`src/rtl/board_memory_if.sv`:
```
// board_memory_if: muxed board-memory request bus with its read data and count returns.
interface board_memory_if #(
    parameter int ADDR_W = 7,
    parameter int CNT_W  = 7
);
    logic [ADDR_W-1:0] addr_in;
    logic [1:0]        data_in;
    logic              wren_in;
    logic              clr_hints;
    logic [1:0]        rdata_out;
    logic              rvalid_out;
    logic              busy_out;
    logic              init_done;
    logic [CNT_W-1:0]  black_count;
    logic [CNT_W-1:0]  white_count;
    logic [CNT_W-1:0]  hint_count;
    modport master (
        output addr_in, data_in, wren_in, clr_hints,
        input  rdata_out, rvalid_out, busy_out, init_done, black_count, white_count, hint_count
    );
    modport slave (
        input  addr_in, data_in, wren_in, clr_hints,
        output rdata_out, rvalid_out, busy_out, init_done, black_count, white_count, hint_count
    );
endinterface

```
`src/rtl/board_memory.sv`:
```
// board_memory: 64-cell Othello board store with start-position init, hint-clear sweep and live counts.
module board_memory #(
    parameter int ADDR_W = 7,
    parameter int CELLS  = 64,
    parameter int CNT_W  = 7
) (
    input logic             clk,
    input logic             rst_n,
    board_memory_if.slave   bus
);
    localparam int PW = $clog2(CELLS);
    typedef enum logic [1:0] {INIT, IDLE, CLRH} state_e;
    state_e           state_q, state_d;
    logic [PW-1:0]    ptr_q, ptr_d;
    logic [1:0]       mem_q [CELLS];
    logic [1:0]       rdata_q, rdata_d;
    logic             rvalid_q, rvalid_d, init_done_q, init_done_d;
    logic [CNT_W-1:0] black_q, black_d, white_q, white_d, hint_q, hint_d;
    logic             in_range, last, wr_en;
    logic [PW-1:0]    wr_addr;
    logic [1:0]       wr_data, old;
    assign in_range = bus.addr_in < ADDR_W'(CELLS);
    assign last     = ptr_q == PW'(CELLS - 1);
    always_ff @(posedge clk) begin
        if (!rst_n) begin
            state_q     <= INIT;
            ptr_q       <= '0;
            rdata_q     <= 2'b00;
            rvalid_q    <= 1'b0;
            init_done_q <= 1'b0;
            black_q     <= '0;
            white_q     <= '0;
            hint_q      <= '0;
        end else begin
            state_q     <= state_d;
            ptr_q       <= ptr_d;
            rdata_q     <= rdata_d;
            rvalid_q    <= rvalid_d;
            init_done_q <= init_done_d;
            black_q     <= black_d;
            white_q     <= white_d;
            hint_q      <= hint_d;
        end
    end
    always_ff @(posedge clk) begin
        if (rst_n && wr_en)
            mem_q[wr_addr] <= wr_data;
    end
    always_comb begin
        state_d = state_q;
        ptr_d   = ptr_q;
        if (state_q != IDLE) begin
            ptr_d   = ptr_q + 1'b1;
            state_d = last ? IDLE : state_q;
        end else if (bus.clr_hints) begin
            state_d = CLRH;
            ptr_d   = '0;
        end
    end
    // Sweeps own the single write port; host writes only land in IDLE.
    always_comb begin
        wr_addr     = (state_q == IDLE) ? bus.addr_in[PW-1:0] : ptr_q;
        old         = mem_q[wr_addr];
        wr_data     = (state_q == CLRH) ? 2'b00 :
                      (state_q == IDLE) ? bus.data_in :
                      (ptr_q == 6'd27 || ptr_q == 6'd36) ? 2'b10 :
                      (ptr_q == 6'd28 || ptr_q == 6'd35) ? 2'b01 : 2'b00;
        wr_en       = (state_q == INIT) || (state_q == CLRH && old == 2'b11) ||
                      (state_q == IDLE && bus.wren_in && in_range);
        rvalid_d    = state_q == IDLE && !bus.wren_in;
        rdata_d     = !rvalid_d ? rdata_q : in_range ? mem_q[bus.addr_in[PW-1:0]] : 2'b00;
        init_done_d = init_done_q || (state_q == INIT && last);
        black_d     = black_q;
        white_d     = white_q;
        hint_d      = hint_q;
        if (state_q == INIT) begin
            black_d = last ? CNT_W'(2) : black_q;
            white_d = last ? CNT_W'(2) : white_q;
            hint_d  = last ? '0 : hint_q;
        end else if (wr_en) begin
            black_d = black_q - CNT_W'(old == 2'b01) + CNT_W'(wr_data == 2'b01);
            white_d = white_q - CNT_W'(old == 2'b10) + CNT_W'(wr_data == 2'b10);
            hint_d  = hint_q  - CNT_W'(old == 2'b11) + CNT_W'(wr_data == 2'b11);
        end
    end
    assign bus.rdata_out   = rdata_q;
    assign bus.rvalid_out  = rvalid_q;
    assign bus.busy_out    = state_q != IDLE;
    assign bus.init_done   = init_done_q;
    assign bus.black_count = black_q;
    assign bus.white_count = white_q;
    assign bus.hint_count  = hint_q;
endmodule
```
`src/flat_wrapper.sv`:
```
// flat-port wrapper written by rule: the top's interface ports become plain ports
module board_memory_flat 
#(
    parameter int ADDR_W = 7,
    parameter int CELLS  = 64,
    parameter int CNT_W  = 7
)
  (clk, rst_n, bus_addr_in, bus_data_in, bus_wren_in, bus_clr_hints, bus_rdata_out, bus_rvalid_out, bus_busy_out, bus_init_done, bus_black_count, bus_white_count, bus_hint_count);
  board_memory_if #(.ADDR_W(ADDR_W), .CNT_W(CNT_W)) bus_i ();
  input logic clk;
  input logic rst_n;
  input wire logic [$bits(bus_i.addr_in)-1:0] bus_addr_in;
  input wire logic [$bits(bus_i.data_in)-1:0] bus_data_in;
  input wire logic [$bits(bus_i.wren_in)-1:0] bus_wren_in;
  input wire logic [$bits(bus_i.clr_hints)-1:0] bus_clr_hints;
  output wire logic [$bits(bus_i.rdata_out)-1:0] bus_rdata_out;
  output wire logic [$bits(bus_i.rvalid_out)-1:0] bus_rvalid_out;
  output wire logic [$bits(bus_i.busy_out)-1:0] bus_busy_out;
  output wire logic [$bits(bus_i.init_done)-1:0] bus_init_done;
  output wire logic [$bits(bus_i.black_count)-1:0] bus_black_count;
  output wire logic [$bits(bus_i.white_count)-1:0] bus_white_count;
  output wire logic [$bits(bus_i.hint_count)-1:0] bus_hint_count;
  assign bus_i.addr_in = bus_addr_in;
  assign bus_i.data_in = bus_data_in;
  assign bus_i.wren_in = bus_wren_in;
  assign bus_i.clr_hints = bus_clr_hints;
  assign bus_rdata_out = bus_i.rdata_out;
  assign bus_rvalid_out = bus_i.rvalid_out;
  assign bus_busy_out = bus_i.busy_out;
  assign bus_init_done = bus_i.init_done;
  assign bus_black_count = bus_i.black_count;
  assign bus_white_count = bus_i.white_count;
  assign bus_hint_count = bus_i.hint_count;
  board_memory #(.ADDR_W(ADDR_W), .CELLS(CELLS), .CNT_W(CNT_W)) u_core (.clk(clk), .rst_n(rst_n), .bus(bus_i));
endmodule
```
`config.mk`:
```
export PLATFORM = sky130hd
export DESIGN_NAME = board_memory_flat
export DESIGN_NICKNAME = d
export VERILOG_FILES = /design/src/rtl/board_memory_if.sv /design/src/rtl/board_memory.sv /design/src/flat_wrapper.sv
export SDC_FILE = /design/constraint.sdc
export NUM_CORES = 1
export LEC_CHECK = 0
export ABC_AREA = 1
export BUFFER_PORTS_ARGS = -buffer_cell sky130_fd_sc_hd__buf_4
export CAP_MARGIN = 5
export CORE_ASPECT_RATIO = 1.5
export CORE_MARGIN = 1
export CORE_UTILIZATION = 50
export DETAILED_ROUTE_END_ITERATION = 10
export GPL_TIMING_DRIVEN = 0
export PLACE_DENSITY = 0.78
export REMOVE_ABC_BUFFERS = 1
export SLEW_MARGIN = 20
export SYNTH_ARGS = -nofsm -noshare
export SYNTH_HDL_FRONTEND = slang
export SYNTH_SLANG_ARGS = --single-unit
```
`constraint.sdc`:
```
create_clock -name clk -period 13.7 [get_ports clk]
set_clock_uncertainty 0.1 [all_clocks]
set_input_delay 4.11 -clock clk [delete_from_list [all_inputs] [get_ports clk]]
set_output_delay 4.11 -clock clk [all_outputs]
set_load 0.005 [all_outputs]
```
==> run_results.csv <==
group,metric,value,unit
outcome,status,"finished, final reports clean",
synth,yosysMostFrequentCell,"nand2_1",
grt,track_usage,27.9,%
synth,postSynthAreaPerCell,8.02,um^2
timing,fmax,105,MHz
detailed_routing,ant_nets,0,
setup_path,required,13.88,ns
clocking,cts_resized,0,
detailed_routing,detail_route.wl_per_cell,18.0,um
worst_hold_path,hold_depth,2,
clocking,insertion_delay,0.43,ns
synth,synth_common_cells,"nand2_1, nor2_1, edfxtp_1",
cells_and_area,synthToLayoutAreaGrowth,10.5,%
synth,yosys.area.top_type,"edfxtp_1",
timing,period_share,69.6,%
detailed_routing,via_count,8538,
clocking,cts_tree,"done",
cells_and_area,fin_cells,1460,
synth,synth_top_area_share,40.1,%
grt,grt-ovfl-total,0,
flow_run,drv_cap,0,
timing,max_slew.worst_pin.slew,0.918,ns
setup_path,crit_slowest_cell,"nand3_4",
timing,finalSetupTns,0,ns
setup_path,rr_worst_depth,28,
setup_path,critPathMostFrequentCell,"nand2_1",
die,die_area,19800,um^2
synth,ys_types,44,
timing,rsz0062_at_grt,"no",
setup_path,slowest_delay,0.75,ns
detailed_routing,routed_via_density,5.85,
die,core,18700,um^2
setup_path,crit_fanout,79,
grt,antenna_found_initial,0,
timing,finalHoldViolations,0,
synth,yosysWarningCount,0,
place,hpwl,16400,um
grt,grt_pass1_wl,41300,um
pwr,ir_drop,0.0873,mV
cells_and_area,fillers,1658,
die,die_w,115,um
synth,async_flop_share,0,%
die,fp.dieH,172,um
cells_and_area,final_net_count,1234,
synth,synthFlopType,"edfxtp_1",
worst_hold_path,hp-class,"register to register",
setup_path,crit_arrival,9.72,ns
die,rows,61,
place,placed_area,10000,um^2
clocking,cts_buffers,17,
place,gp_congestion,0.932,
detailed_routing,dr.pass1.iters,6,
place,post-place-cells,1428,
clocking,cts.sinks,161,
cells_and_area,antennaDiodeCount,0,
setup_path,critPathKind,"input port to register",
grt,grt_pass1_vias,8259,
timing,min_period,9.54,ns
clocking,clockBufferDepth,2,
pwr,power,0.00113,W
clocking,cts-root-buf,"clkbuf_16",
synth,synthTopCellsByArea,"edfxtp_1, nand2_1, dfxtp_1",
pwr,leakage,4.35,nW
synth,seq_area_frac_synth,46.9,%
synth,synthCells,1196,
detailed_routing,drc,0,
setup_path,start_kind,"input port",
die,start_util,51.3,%
clocking,cts_setup_buffers,0,
synth,ys_ff_latch,161,
detailed_routing,wirelength,26300,um
clocking,htreeDepth,4,
place,port_buffers,38,
die,io_pins,39,
cells_and_area,drive_gt1_share,8.36,%
pwr,p_per_area,107,nW/um^2
synth,synth_edf_count,128,
cells_and_area,design_area,10600,um^2
timing,slew_headroom,38.6,%
detailed_routing,drt_iter0_markers,1009,
setup_path,setup.worst_path.end_class,"register",
timing,final-setup-viol-count,0,
timing,drv_slew,0,
setup_path,r2r_slack,8.29,ns
clocking,clk_pin_slew,0.07,ns
synth,syn_area,9600,um^2
clocking,cts-hold-fix-buffers,0,
grt,grt_max_degree,80,
where the power goes:
group	internal, W	switching, W
sequential	0.000522	0.00000123
combinational	0.0000431	0.0000982
clock	0.000256	0.000212
total	0.000821	0.000311
layer usage:
layer / wire (um) / vias up / global-route usage (%) / part of all wire, %
met5: 0 / - / 0 / 0
met2: 13500 / 433 / 49.4 / 51
li1: - / 4005 / - / -
met4: 1160 / 0 / 15.4 / 4.4
met3: 2080 / 97 / 5.46 / 7.9
met1: 9640 / 4003 / 31.1 / 37
worst paths after layout:
path / from / end
worst max-delay path: bus_addr_in[0] / u_core.bus.black_count[6]
worst min-delay path: u_core.bus.init_done / u_core.bus.init_done
worst max register to register: u_core.state_q[0] / u_core.bus.black_count[6]
worst min register to register: u_core.bus.init_done / u_core.bus.init_done
cell type report:
type                    instances  area [um^2]  share of cell area (%)
flip-flops and latches        161         4500                    42.5
multi-input cells             848         4380                    41.3
inverters                     126          477                    4.50
clock buffers                  18          429                    4.05
repair buffers                 41          353                    3.33
well taps                     252          315                    2.97
clock inverters                14          146                    1.38
per-stage QoR:
step	hold WS (ns)	setup WS, ns	utilization, %
floorplan	0.347	3.81	-
global placement	0.340	0.928	53.1
detailed placement	0.346	3.91	53.6
CTS	0.358	4.36	56.7
global route	0.371	3.85	56.7
finish	0.360	4.16	56.7
critical path, delay by kind of cell:
kind	cells	cell delay, ns
AO/OA/AOI/OAI	4	0.56
XOR/XNOR	1	0.15
adder cells (fa/ha/maj)	3	0.78
buffers and inverters	5	1.34
AND/OR/NAND/NOR	15	2.68
registers in the layout (all words and copies together), names as in the netlist:
name,cells
u_core.bus.black_count,7
u_core.mem_q,128
u_core.bus.rdata_out,2
u_core.bus.hint_count,7
u_core.bus.white_count,7
u_core.ptr_q,6
u_core.bus.rvalid_out,1
u_core.bus.init_done,1
u_core.state_q,2
logic make-up (layout without fill, tap and decap cells):
logic type	count (synthesis)	count (layout)	share of synthesized area, %
fa+ha+maj	26	26	3.62
xor+xnor	15	15	1.37
compound gates	204	204	11.8
simple gates	603	603	28.6
flops	161	161	46.9
buf+inv	187	199	7.72
layout by cell type, fill, tap and decap left out, drive strengths merged, types with 33 or more instances in the layout:
| cell type | synthesis | layout |
|---|---|---|
| a21oi | 75 | 75 |
| buf | 16 | 41 |
| dfxtp | 33 | 33 |
| edfxtp | 128 | 128 |
| inv | 124 | 131 |
| nand2 | 300 | 300 |
| nand3 | 81 | 81 |
| nand3b | 42 | 42 |
| nor2 | 153 | 153 |
| o21ai | 91 | 91 |
No activity file was read; power rests on OpenSTA's default activity.
